[src/rtl/cpu_wb_master_bridge_pkg.sv]
// Shared types and constants for the CPU-to-Wishbone master bridge.
// The bus-hang timeout is enabled with the CPU_WB_TIMEOUT_EN macro.
package cpu_wb_master_bridge_pkg;

    localparam int unsigned CPU_WB_AW       = 32;
    localparam int unsigned CPU_WB_DW       = 32;
    localparam logic [31:0] CPU_WB_ERR_DATA = 32'hDEAD_BEEF;
    localparam logic [3:0]  CPU_WB_SEL_WORD = 4'hF;

    typedef enum logic [1:0] {
        IDLE = 2'd0,
        BUS  = 2'd1,
        DONE = 2'd2
    } cpu_wb_state_e;

endpackage

[src/rtl/cpu_wb_master_bridge_if.sv]
// CPU memory port and Wishbone m0 port, bundled.
// The master modport is the bridge's view; slave is the CPU/interconnect side.
interface cpu_wb_master_bridge_if
    import cpu_wb_master_bridge_pkg::*;
#(
    parameter int unsigned AW = CPU_WB_AW,
    parameter int unsigned DW = CPU_WB_DW
);
    logic          cpu_req;
    logic          cpu_we;
    logic [AW-1:0] cpu_addr;
    logic [DW-1:0] cpu_wdata;
    logic [DW-1:0] cpu_rdata;
    logic          cpu_ready;

    logic [AW-1:0] wb_adr_o;
    logic [DW-1:0] wb_dat_o;
    logic [DW-1:0] wb_dat_i;
    logic [3:0]    wb_sel_o;
    logic          wb_we_o;
    logic          wb_stb_o;
    logic          wb_cyc_o;
    logic          wb_ack_i;

    modport master (
        input  cpu_req, cpu_we, cpu_addr, cpu_wdata, wb_dat_i, wb_ack_i,
        output cpu_rdata, cpu_ready,
        output wb_adr_o, wb_dat_o, wb_sel_o, wb_we_o, wb_stb_o, wb_cyc_o
    );

    modport slave (
        output cpu_req, cpu_we, cpu_addr, cpu_wdata, wb_dat_i, wb_ack_i,
        input  cpu_rdata, cpu_ready,
        input  wb_adr_o, wb_dat_o, wb_sel_o, wb_we_o, wb_stb_o, wb_cyc_o
    );

endinterface

[src/rtl/cpu_wb_master_bridge_timeout.sv]
// Bus-hang counter: cleared while clr_i, counts while en_i, flags expiry.
// Only instantiated when CPU_WB_TIMEOUT_EN is defined.
module cpu_wb_timeout #(
    parameter int unsigned LIMIT = 255
) (
    input  logic clk,
    input  logic rst,
    input  logic clr_i,
    input  logic en_i,
    output logic expired_o
);
    localparam int unsigned CW = ($clog2(LIMIT + 1) > 8) ? $clog2(LIMIT + 1) : 8;

    logic [CW-1:0] cnt_q;
    logic          hit_s;

    // The edge that would take the count to LIMIT is the expiry edge.
    assign hit_s     = (cnt_q == CW'(LIMIT - 1));
    assign expired_o = en_i & hit_s;

    // Count BUS cycles; saturate at expiry so a stuck enable never wraps.
    always_ff @(posedge clk or negedge rst) begin
        if (!rst) begin
            cnt_q <= '0;
        end else if (clr_i) begin
            cnt_q <= '0;
        end else if (en_i && !hit_s) begin
            cnt_q <= cnt_q + CW'(1);
        end else begin
            cnt_q <= cnt_q;
        end
    end

endmodule

[src/rtl/cpu_wb_master_bridge.sv]
// Turns one held CPU request into one Wishbone classic cycle on m0.
// Optional bus-hang abort: define CPU_WB_TIMEOUT_EN.
module cpu_wb_master_bridge
    import cpu_wb_master_bridge_pkg::*;
#(
    parameter int unsigned   AW             = CPU_WB_AW,
    parameter int unsigned   DW             = CPU_WB_DW,
    parameter int unsigned   TIMEOUT_CYCLES = 255,
    parameter logic [DW-1:0] ERR_DATA       = CPU_WB_ERR_DATA
) (
    input  logic                  clk,
    input  logic                  rst,
    cpu_wb_master_bridge_if.master bus,
    output logic                  bus_err
);
    cpu_wb_state_e state_q;
    logic [AW-1:0] adr_q;
    logic [DW-1:0] dat_q;
    logic [DW-1:0] rdata_q;
    logic [3:0]    sel_q;
    logic          we_q;
    logic          stb_q;
    logic          cyc_q;
    logic          ready_q;
    logic          err_q;
    logic          timeout_hit_s;
    logic          unused_addr_s;

    assign unused_addr_s = ^bus.cpu_addr[1:0];

`ifdef CPU_WB_TIMEOUT_EN
    cpu_wb_timeout #(
        .LIMIT (TIMEOUT_CYCLES)
    ) u_timeout (
        .clk       (clk),
        .rst       (rst),
        .clr_i     (state_q == IDLE),
        .en_i      (state_q == BUS),
        .expired_o (timeout_hit_s)
    );
`else
    logic unused_timeout_s;
    assign unused_timeout_s = (TIMEOUT_CYCLES > 0);
    assign timeout_hit_s    = 1'b0;
`endif

    // Bus-cycle FSM with all outputs held in registers.
    always_ff @(posedge clk or negedge rst) begin
        if (!rst) begin
            state_q <= IDLE;
            adr_q   <= '0;
            dat_q   <= '0;
            rdata_q <= '0;
            sel_q   <= 4'h0;
            we_q    <= 1'b0;
            stb_q   <= 1'b0;
            cyc_q   <= 1'b0;
            ready_q <= 1'b0;
            err_q   <= 1'b0;
        end else begin
            case (state_q)
                IDLE: begin
                    if (bus.cpu_req) begin
                        adr_q   <= {bus.cpu_addr[AW-1:2], 2'b00};
                        dat_q   <= bus.cpu_wdata;
                        we_q    <= bus.cpu_we;
                        sel_q   <= CPU_WB_SEL_WORD;
                        stb_q   <= 1'b1;
                        cyc_q   <= 1'b1;
                        state_q <= BUS;
                    end else begin
                        state_q <= IDLE;
                    end
                end
                BUS: begin
                    // A real ack beats an expiry on the same edge.
                    if (bus.wb_ack_i) begin
                        stb_q   <= 1'b0;
                        cyc_q   <= 1'b0;
                        we_q    <= 1'b0;
                        rdata_q <= we_q ? rdata_q : bus.wb_dat_i;
                        ready_q <= 1'b1;
                        state_q <= DONE;
                    end else if (timeout_hit_s) begin
                        stb_q   <= 1'b0;
                        cyc_q   <= 1'b0;
                        we_q    <= 1'b0;
                        rdata_q <= we_q ? rdata_q : ERR_DATA;
                        ready_q <= 1'b1;
                        err_q   <= 1'b1;
                        state_q <= DONE;
                    end else begin
                        state_q <= BUS;
                    end
                end
                DONE: begin
                    if (!bus.cpu_req) begin
                        ready_q <= 1'b0;
                        state_q <= IDLE;
                    end else begin
                        state_q <= DONE;
                    end
                end
                default: begin
                    stb_q   <= 1'b0;
                    cyc_q   <= 1'b0;
                    we_q    <= 1'b0;
                    ready_q <= 1'b0;
                    state_q <= IDLE;
                end
            endcase
        end
    end

    assign bus.wb_adr_o  = adr_q;
    assign bus.wb_dat_o  = dat_q;
    assign bus.wb_sel_o  = sel_q;
    assign bus.wb_we_o   = we_q;
    assign bus.wb_stb_o  = stb_q;
    assign bus.wb_cyc_o  = cyc_q;
    assign bus.cpu_rdata = rdata_q;
    assign bus.cpu_ready = ready_q;
    assign bus_err       = err_q;

endmodule
[src/flat_wrapper.sv]
// flat-port wrapper written by rule: the top's interface ports become plain ports
module cpu_wb_master_bridge_flat import cpu_wb_master_bridge_pkg::*;
#(
    parameter int unsigned   AW             = CPU_WB_AW,
    parameter int unsigned   DW             = CPU_WB_DW,
    parameter int unsigned   TIMEOUT_CYCLES = 255,
    parameter logic [DW-1:0] ERR_DATA       = CPU_WB_ERR_DATA
)
  (clk, rst, bus_err, bus_cpu_req, bus_cpu_we, bus_cpu_addr, bus_cpu_wdata, bus_wb_dat_i, bus_wb_ack_i, bus_cpu_rdata, bus_cpu_ready, bus_wb_adr_o, bus_wb_dat_o, bus_wb_sel_o, bus_wb_we_o, bus_wb_stb_o, bus_wb_cyc_o);
  cpu_wb_master_bridge_if #(.AW(AW), .DW(DW)) bus_i ();
  input  logic clk;
  input  logic rst;
  output logic bus_err;
  input wire logic [$bits(bus_i.cpu_req)-1:0] bus_cpu_req;
  input wire logic [$bits(bus_i.cpu_we)-1:0] bus_cpu_we;
  input wire logic [$bits(bus_i.cpu_addr)-1:0] bus_cpu_addr;
  input wire logic [$bits(bus_i.cpu_wdata)-1:0] bus_cpu_wdata;
  input wire logic [$bits(bus_i.wb_dat_i)-1:0] bus_wb_dat_i;
  input wire logic [$bits(bus_i.wb_ack_i)-1:0] bus_wb_ack_i;
  output wire logic [$bits(bus_i.cpu_rdata)-1:0] bus_cpu_rdata;
  output wire logic [$bits(bus_i.cpu_ready)-1:0] bus_cpu_ready;
  output wire logic [$bits(bus_i.wb_adr_o)-1:0] bus_wb_adr_o;
  output wire logic [$bits(bus_i.wb_dat_o)-1:0] bus_wb_dat_o;
  output wire logic [$bits(bus_i.wb_sel_o)-1:0] bus_wb_sel_o;
  output wire logic [$bits(bus_i.wb_we_o)-1:0] bus_wb_we_o;
  output wire logic [$bits(bus_i.wb_stb_o)-1:0] bus_wb_stb_o;
  output wire logic [$bits(bus_i.wb_cyc_o)-1:0] bus_wb_cyc_o;
  assign bus_i.cpu_req = bus_cpu_req;
  assign bus_i.cpu_we = bus_cpu_we;
  assign bus_i.cpu_addr = bus_cpu_addr;
  assign bus_i.cpu_wdata = bus_cpu_wdata;
  assign bus_i.wb_dat_i = bus_wb_dat_i;
  assign bus_i.wb_ack_i = bus_wb_ack_i;
  assign bus_cpu_rdata = bus_i.cpu_rdata;
  assign bus_cpu_ready = bus_i.cpu_ready;
  assign bus_wb_adr_o = bus_i.wb_adr_o;
  assign bus_wb_dat_o = bus_i.wb_dat_o;
  assign bus_wb_sel_o = bus_i.wb_sel_o;
  assign bus_wb_we_o = bus_i.wb_we_o;
  assign bus_wb_stb_o = bus_i.wb_stb_o;
  assign bus_wb_cyc_o = bus_i.wb_cyc_o;
  cpu_wb_master_bridge #(.AW(AW), .DW(DW), .TIMEOUT_CYCLES(TIMEOUT_CYCLES), .ERR_DATA(ERR_DATA)) u_core (.clk(clk), .rst(rst), .bus(bus_i), .bus_err(bus_err));
endmodule
[config.mk]
export PLATFORM = sky130hd
export DESIGN_NAME = cpu_wb_master_bridge_flat
export DESIGN_NICKNAME = d
export VERILOG_FILES = /design/src/rtl/cpu_wb_master_bridge_pkg.sv /design/src/rtl/cpu_wb_master_bridge_if.sv /design/src/rtl/cpu_wb_master_bridge_timeout.sv /design/src/rtl/cpu_wb_master_bridge.sv /design/src/flat_wrapper.sv
export SDC_FILE = /design/constraint.sdc
export NUM_CORES = 1
export LEC_CHECK = 0
export ABC_AREA = 1
export BUFFER_PORTS_ARGS = -buffer_cell sky130_fd_sc_hd__clkbuf_2
export CORE_MARGIN = 3
export CORE_UTILIZATION = 40
export DETAILED_ROUTE_END_ITERATION = 7
export GPL_TIMING_DRIVEN = 0
export PLACE_DENSITY = 0.78
export SYNTH_ARGS = -nofsm -noshare
export SYNTH_HDL_FRONTEND = slang
export SYNTH_SLANG_ARGS = --single-unit
[constraint.sdc]
create_clock -name clk -period 2.9 [get_ports clk]
set_input_delay 0.145 -clock clk [delete_from_list [all_inputs] [get_ports clk]]
set_output_delay 0.145 -clock clk [all_outputs]
set_load 0.1 [all_outputs]
==> flow_summary.json, run 1 <==
{
  "status": "completed",
  "io_pins": 206,
  "routedWlPerCell_um": 13.4,
  "tightest_slew_ns": 0.716,
  "layout.nets": 812,
  "max_freq_ghz": 0.660,
  "path_max_fanout": 5,
  "synth-seq-cells": 100,
  "cp_slowest_cell": "dfrtp_1",
  "required_ns": 2.76,
  "worstPathCellList": "buf_4 -> clkbuf_2",
  "clock-sinks": 100,
  "grt.overflow.total": 0,
  "grt_pass1_vias": 3882,
  "grt_max_degree": 52,
  "seq_area_um2": 2500,
  "coreArea_um2": 9860,
  "cpPeakStageDelay_ns": 0.44,
  "fin_crit_sh_pct": 52.3,
  "min_to": "u_core.bus.cpu_rdata[6]$_DFFE_PN0P_",
  "min_path_type": "in -> reg",
  "grt_pass1_wl_mm": 18.3,
  "crit_type": "reg -> out",
  "netlist.area_leader.share_pct": 60.9,
  "worstSkewPairLatency_ns": 0.36,
  "final_max_slew_viol_count": 0,
  "yosysWarnings": 0,
  "reg2reg_to": "u_core.bus.wb_dat_o[29]$_DFFE_PN0P_",
  "fin_crit_ns": 1.52,
  "dr.pass1.iters": 5,
  "syn_area_um2": 4110,
  "syn_inst": 441,
  "route.detailed.drc": 0,
  "cap_violations": 0,
  "synth_seq_area_share_pct": 60.9,
  "setup_viol": 0,
  "reg2regPathDepth": 6,
  "htreeDepth": 3,
  "whs_path_depth": 3,
  "area_growth_pct": 49.0,
  "die_w_um": 107,
  "postCtsSetupBuffers": 0,
  "via_count": 3848,
  "rrSetupSlack_ns": 1.55,
  "die-area_um2": 11500,
  "cts.path.max_buffers": 2,
  "critPathBufInv": 2,
  "start_util_pct": 41.7,
  "timing_hold_violations_final": 0,
  "max-slew-margin-rel_pct": 52.2,
  "num_antenna_cells": 0,
  "post_cts_resized": 0,
  "rsz0062_at_grt": "no",
  "worst_hold_slack_ns": 0.0177,
  "synth.distinct_cells": 19,
  "drive_gt1_share_pct": 38.5,
  "finalCoreUtilization_pct": 62.0,
  "antenna_found_initial": 0,
  "clock_skew_ns": 0.00586,
  "hpwl_mm": 7.92,
  "min-delay-start": "bus_wb_dat_i[6]",
  "postSynthAreaPerCell_um2": 9.32,
  "r2r-start": "u_core.state_q[0]$_DFF_PN0_",
  "tns_ns": 0,
  "ant_nets": 0,
  "ctsHoldBuffers": 55,
  "cts_root_buffer": "clkbuf_8",
  "cts_tree": "yes",
  "io_buffers": 200,
  "cp-start-kind": "register",
  "cp.arrival_ns": 1.37,
  "gp_congestion": 0.763,
  "cts_buffers": 9,
  "rows": 36,
  "cp-end-kind": "output port",
  "clk_pin_slew_ns": 0.10,
  "initialDrtViolationCount": 353,
  "die_y_um": 107,
  "yosysTopAreaCell": "dfrtp_1",
  "synth_area_leaders": "dfrtp_1 (61%), nand2_1 (13%), inv_1 (6.0%), o21ai_2 (5.3%), nand3_1 (4.4%)",
  "viasPerCell": 4.53,
  "track_usage_pct": 19.9,
  "multi_input_area_um2": 1170,
  "critPathTopFamily": "buffers and inverters",
  "fillers": 808,
  "startpoint": "u_core.bus.wb_sel_o[0]$_DFFE_PN0P_",
  "finalWirelength_mm": 11.4
}
-- tightest hold or removal path: stages --
cell	delay (ns)
clkbuf_2	0.08
nand3_1	0.07
nand2_1	0.05
-- Yosys cell counts --
master,count
a21oi_1,1
buf_2,17
buf_4,7
buf_6,4
clkbuf_4,1
conb_1,1
dfrtp_1,100
inv_1,66
inv_2,2
nand2_1,138
nand3_1,36
nand3_4,1
nor2_1,2
nor2_2,1
nor2_4,1
nor3b_1,1
o21ai_0,32
o21ai_1,5
o21ai_2,25
-- cells by family (layout without fill, tap and decap cells) --
group,count (synthesis),after routing,synth area share [%]
AND/OR/NAND/NOR,180,180,18.2
flip-flops,100,100,60.9
buffers and inverters,97,370,10.8
AO/OA/AOI/OAI,63,63,9.96
other,1,3,0.0913
-- flip-flops by register name, summed over array words and instances, names as in the netlist --
name	count
u_core.bus.cpu_rdata	32
u_core.bus.wb_dat_o	32
u_core.bus.wb_adr_o	30
u_core.state_q	2
u_core.bus.cpu_ready	1
u_core.bus.wb_cyc_o	1
u_core.bus.wb_sel_o	1
u_core.bus.wb_we_o	1
-- layout by cell type, fill, tap and decap left out, types with 3 or more instances in the layout --
cell	instances
buf_2	17
buf_4	7
buf_6	4
bufinv_16	3
clkbuf_2	199
clkbuf_8	9
conb_1	3
dfrtp_1	100
dlygate4sd3_1	56
inv_1	66
nand2_1	138
nand3_1	36
o21ai_0	32
o21ai_1	5
o21ai_2	25
-- stage by stage --
stage                     worst slack, ns  cells  cell area (µm²)
after floorplan                      1.28    443             4120
after global placement              0.469    776             5280
after detailed placement             1.55    777             5310
after CTS                            1.36    848             6110
after global routing                 1.30    849             6120
final                                1.38    849             6120
-- layout make-up --
cell class                      count  share of cell area, %
Buffer                             29                   3.11
Multi-Input combinational cell    246                   19.1
Clock buffer                        9                   2.02
Tap cell                          133                   2.72
Clock inverter                      7                   2.00
Sequential cell                   100                   40.9
Timing Repair Buffer              257                   26.0
Inverter                           68                   4.17
-- worst max path at each step --
stage / to / cells after the start
after floorplan: u_core.bus.cpu_rdata[0]$_DFFE_PN0P_ / 5
after global placement: u_core.bus.wb_adr_o[21]$_DFFE_PN0P_ / 1
after detailed placement: u_core.bus.wb_dat_o[29]$_DFFE_PN0P_ / 6
after CTS: bus_wb_sel_o[3] / 2
after global routing: bus_wb_sel_o[1] / 2
final: bus_wb_sel_o[1] / 2
-- metal layers --
metal  GRT usage [%]  vias to the layer above  wire length [µm]
met5               0                        -                 0
met4            6.58                        0               221
met3            6.06                       19               902
met2            34.6                      156              5800
met1            23.6                     1790              4440
li1                -                     1883                 -
Power of run 1 is not shown: default switching activity piles up to over one toggle a cycle in this logic, so the estimate is an artifact.
==> inputs of run 2 (changes only) <==
- ABC_AREA: 1 -> 0
- PLACE_DENSITY: 0.78 -> 0.8
- clock period: 2.9 -> 1.6 ns (I/O delays scaled with it)
==> run 2 against run 1 <==
  * Via count shrank 19%
  * Sequential cell count is the same
  * Final area grew 2.5%
  * Final cell count shrank 20%
  * Sequential share of layout area shrank 0.96 points
  * Largest cell class unchanged
==> flow_summary.json, run 2 <==
{
  "fin_crit_ns": 1.54,
  "finalWirelength_mm": 10.6,
  "via_count": 3128,
  "num_antenna_cells": 0,
  "min-delay-start": "bus_cpu_we",
  "clock_skew_ns": 0.0121,
  "gp_congestion": 0.716,
  "place_ws_ns": -0.00966,
  "critPathBufInv": 2,
  "required_ns": 1.83,
  "final_max_slew_viol_count": 0,
  "die-area_um2": 10800,
  "htreeDepth": 3,
  "cp_slowest_cell": "dfrtp_2",
  "rrSetupSlack_ns": 0.06,
  "critPathTopFamily": "flip-flops",
  "worst_hold_slack_ns": 0.0266,
  "cts_root_buffer": "clkbuf_8",
  "syn_inst": 234,
  "tns_ns": 0,
  "hpwl_mm": 6.67,
  "netlist.area_leader.share_pct": 65.0,
  "synth_top_family_by_area": "multiplexers",
  "initialDrtViolationCount": 99,
  "clk_pin_slew_ns": 0.09,
  "multi_input_area_um2": 1210,
  "grt_pass1_vias": 3577,
  "whs_path_depth": 3,
  "postSynthAreaPerCell_um2": 16.4,
  "max_freq_ghz": 0.650,
  "tightest_slew_ns": 0.712,
  "seq_area_um2": 2500,
  "io_buffers": 200,
  "ant_nets": 0,
  "dr.pass1.iters": 4,
  "crit_type": "reg -> reg",
  "synth_compound_area_share_pct": 1.07,
  "start_util_pct": 41.5,
  "min_to": "u_core.bus.wb_we_o$_DFFE_PN0P_",
  "cts_buffers": 9,
  "synth_xor_area_share_pct": 0,
  "cp-end-kind": "register",
  "grt.overflow.total": 0,
  "timing_hold_violations_final": 0,
  "synth_area_leaders": "dfrtp_1 (65%), mux2_2 (25%), buf_4 (2.5%), mux2_1 (2.0%), buf_6 (0.88%)",
  "yosysTopAreaCell": "dfrtp_1",
  "cp-start-kind": "register",
  "fillers": 669,
  "track_usage_pct": 20.1,
  "io_pins": 206,
  "worstSkewPairLatency_ns": 0.35,
  "routedWlPerCell_um": 15.5,
  "max-slew-margin-rel_pct": 52.5,
  "synth-seq-cells": 100,
  "synth.distinct_cells": 24,
  "clock-sinks": 100,
  "cts.path.max_buffers": 2,
  "reg2regPathDepth": 5,
  "layout.nets": 651,
  "cp.arrival_ns": 1.77,
  "cpPeakStageDelay_ns": 0.45,
  "path_max_fanout": 10,
  "drive_gt1_share_pct": 60.1,
  "cap_violations": 0,
  "r2r-start": "u_core.state_q[0]$_DFF_PN0_",
  "rows": 35,
  "yosysWarnings": 0,
  "route.detailed.drc": 0,
  "die_w_um": 104,
  "coreArea_um2": 9280,
  "die_y_um": 104,
  "synthMuxAreaShare_pct": 27.5,
  "finalCoreUtilization_pct": 67.6,
  "synth_edf_count": 0,
  "final_cell_mix": "clkbuf_2 (199), dfrtp_1 (98), dlygate4sd3_1 (95)",
  "viasPerCell": 4.58,
  "grt_max_degree": 52,
  "min_path_type": "in -> reg",
  "antenna_found_initial": 0,
  "worstPathCellList": "nand2b_4 -> nor2_4 -> buf_12 -> buf_4 -> mux2_2",
  "cts_tree": "yes",
  "async_reset_ff_share_pct": 100,
  "status": "completed",
  "synth_ff_type": "dfrtp_1",
  "synth_seq_area_share_pct": 65.0,
  "area_growth_pct": 63.0,
  "synth.most_common_cell": "dfrtp_1",
  "synthAdderAreaFrac_pct": 0,
  "syn_area_um2": 3850,
  "yosys-top-cells-count": "dfrtp_1 (100), mux2_2 (87), buf_4 (13)",
  "grt_pass1_wl_mm": 17.7,
  "final_common_cell": "clkbuf_2",
  "fin_crit_sh_pct": 96.1,
  "finalWorstSetupSlack_ns": 0.0625,
  "setup_viol": 0,
  "reg2reg_to": "u_core.bus.wb_adr_o[12]$_DFFE_PN0P_",
  "synth-simple-area-share_pct": 2.67
}
## run 2: cell types whose count changed after synthesis, moves of 2 or more
cell | previous run | this run
buf_4 | 7 | 13
mux2_2 | 0 | 87
inv_2 | 2 | 0
inv_1 | 66 | 1
nand2_1 | 138 | 3
o21ai_1 | 5 | 0
o21ai_0 | 32 | 2
mux2_1 | 0 | 7
o21ai_2 | 25 | 0
nand2b_1 | 0 | 2
nand3_1 | 36 | 1
buf_2 | 17 | 1
## run 2: worst reg2reg max path: cells and delay by family (launching register included)
kind | cells | cell delay, ns
buffers and inverters | 2 | 0.32
and+or+nand+nor | 2 | 0.29
muxes | 1 | 0.36
DFF | 1 | 0.45
## run 2: metal layers
layer	vias up	part of all wire [%]	GRT usage (%)
li1	1435	-	-
met1	1537	37	21.6
met2	136	55	37.2
met3	20	6.2	6.21
met4	0	2.5	6.84
met5	-	0	0
## run 2: cell type report
class | count | share of cell area (%)
buffer | 17 | 2.29
clock buffer | 10 | 2.19
clock inverter | 5 | 0.977
inverter | 1 | 0.0598
multi-input combinational | 118 | 19.3
sequential | 100 | 39.9
tap | 129 | 2.57
timing repair buffer | 303 | 32.6
## run 2: per-stage QoR
stage	cells	instance area [µm²]
floorplan	236	3860
global route	683	6270
global placement	565	5020
finish	683	6270
detailed placement	566	5050
CTS	677	6220
## run 2: kinds of logic after synthesis
family / after synthesis
flip-flops: 100
AND/OR/NAND/NOR: 14
other: 1
multiplexers: 94
buffers and inverters: 18
AO/OA/AOI/OAI: 7
## run 2: how the worst max path moves through the flow
| stage | start | to | slack, ns | depth (start not counted) |
|---|---|---|---|---|
| finish | u_core.state_q[0]$_DFF_PN0_ | u_core.bus.wb_adr_o[12]$_DFFE_PN0P_ | 0.06 | 5 |
| floorplan | u_core.bus.wb_we_o$_DFFE_PN0P_ | u_core.bus.cpu_rdata[0]$_DFFE_PN0P_ | 0.02 | 3 |
| global route | u_core.state_q[1]$_DFF_PN0_ | u_core.bus.cpu_rdata[10]$_DFFE_PN0P_ | -0.002 | 5 |
| CTS | u_core.state_q[1]$_DFF_PN0_ | u_core.bus.cpu_rdata[19]$_DFFE_PN0P_ | 0.02 | 4 |
| global placement | rst | u_core.bus.wb_we_o$_DFFE_PN0P_ | -0.93 | 1 |
| detailed placement | u_core.state_q[0]$_DFF_PN0_ | u_core.bus.wb_adr_o[20]$_DFFE_PN0P_ | -0.01 | 4 |
## run 2: repair_timing
| item | in CTS | in global routing |
|---|---|---|
| resized for setup | 0 | 4 |
| setup buffers | 1 | 5 |
| gates cloned | 0 | 1 |
| pin swaps | 1 | 1 |
| hold endpoints to repair | 143 | 0 |
| hold buffers | 95 | 0 |
| endpoints found under the setup margin | 15 | 68 |
Power of run 2 is left out for the same reason.
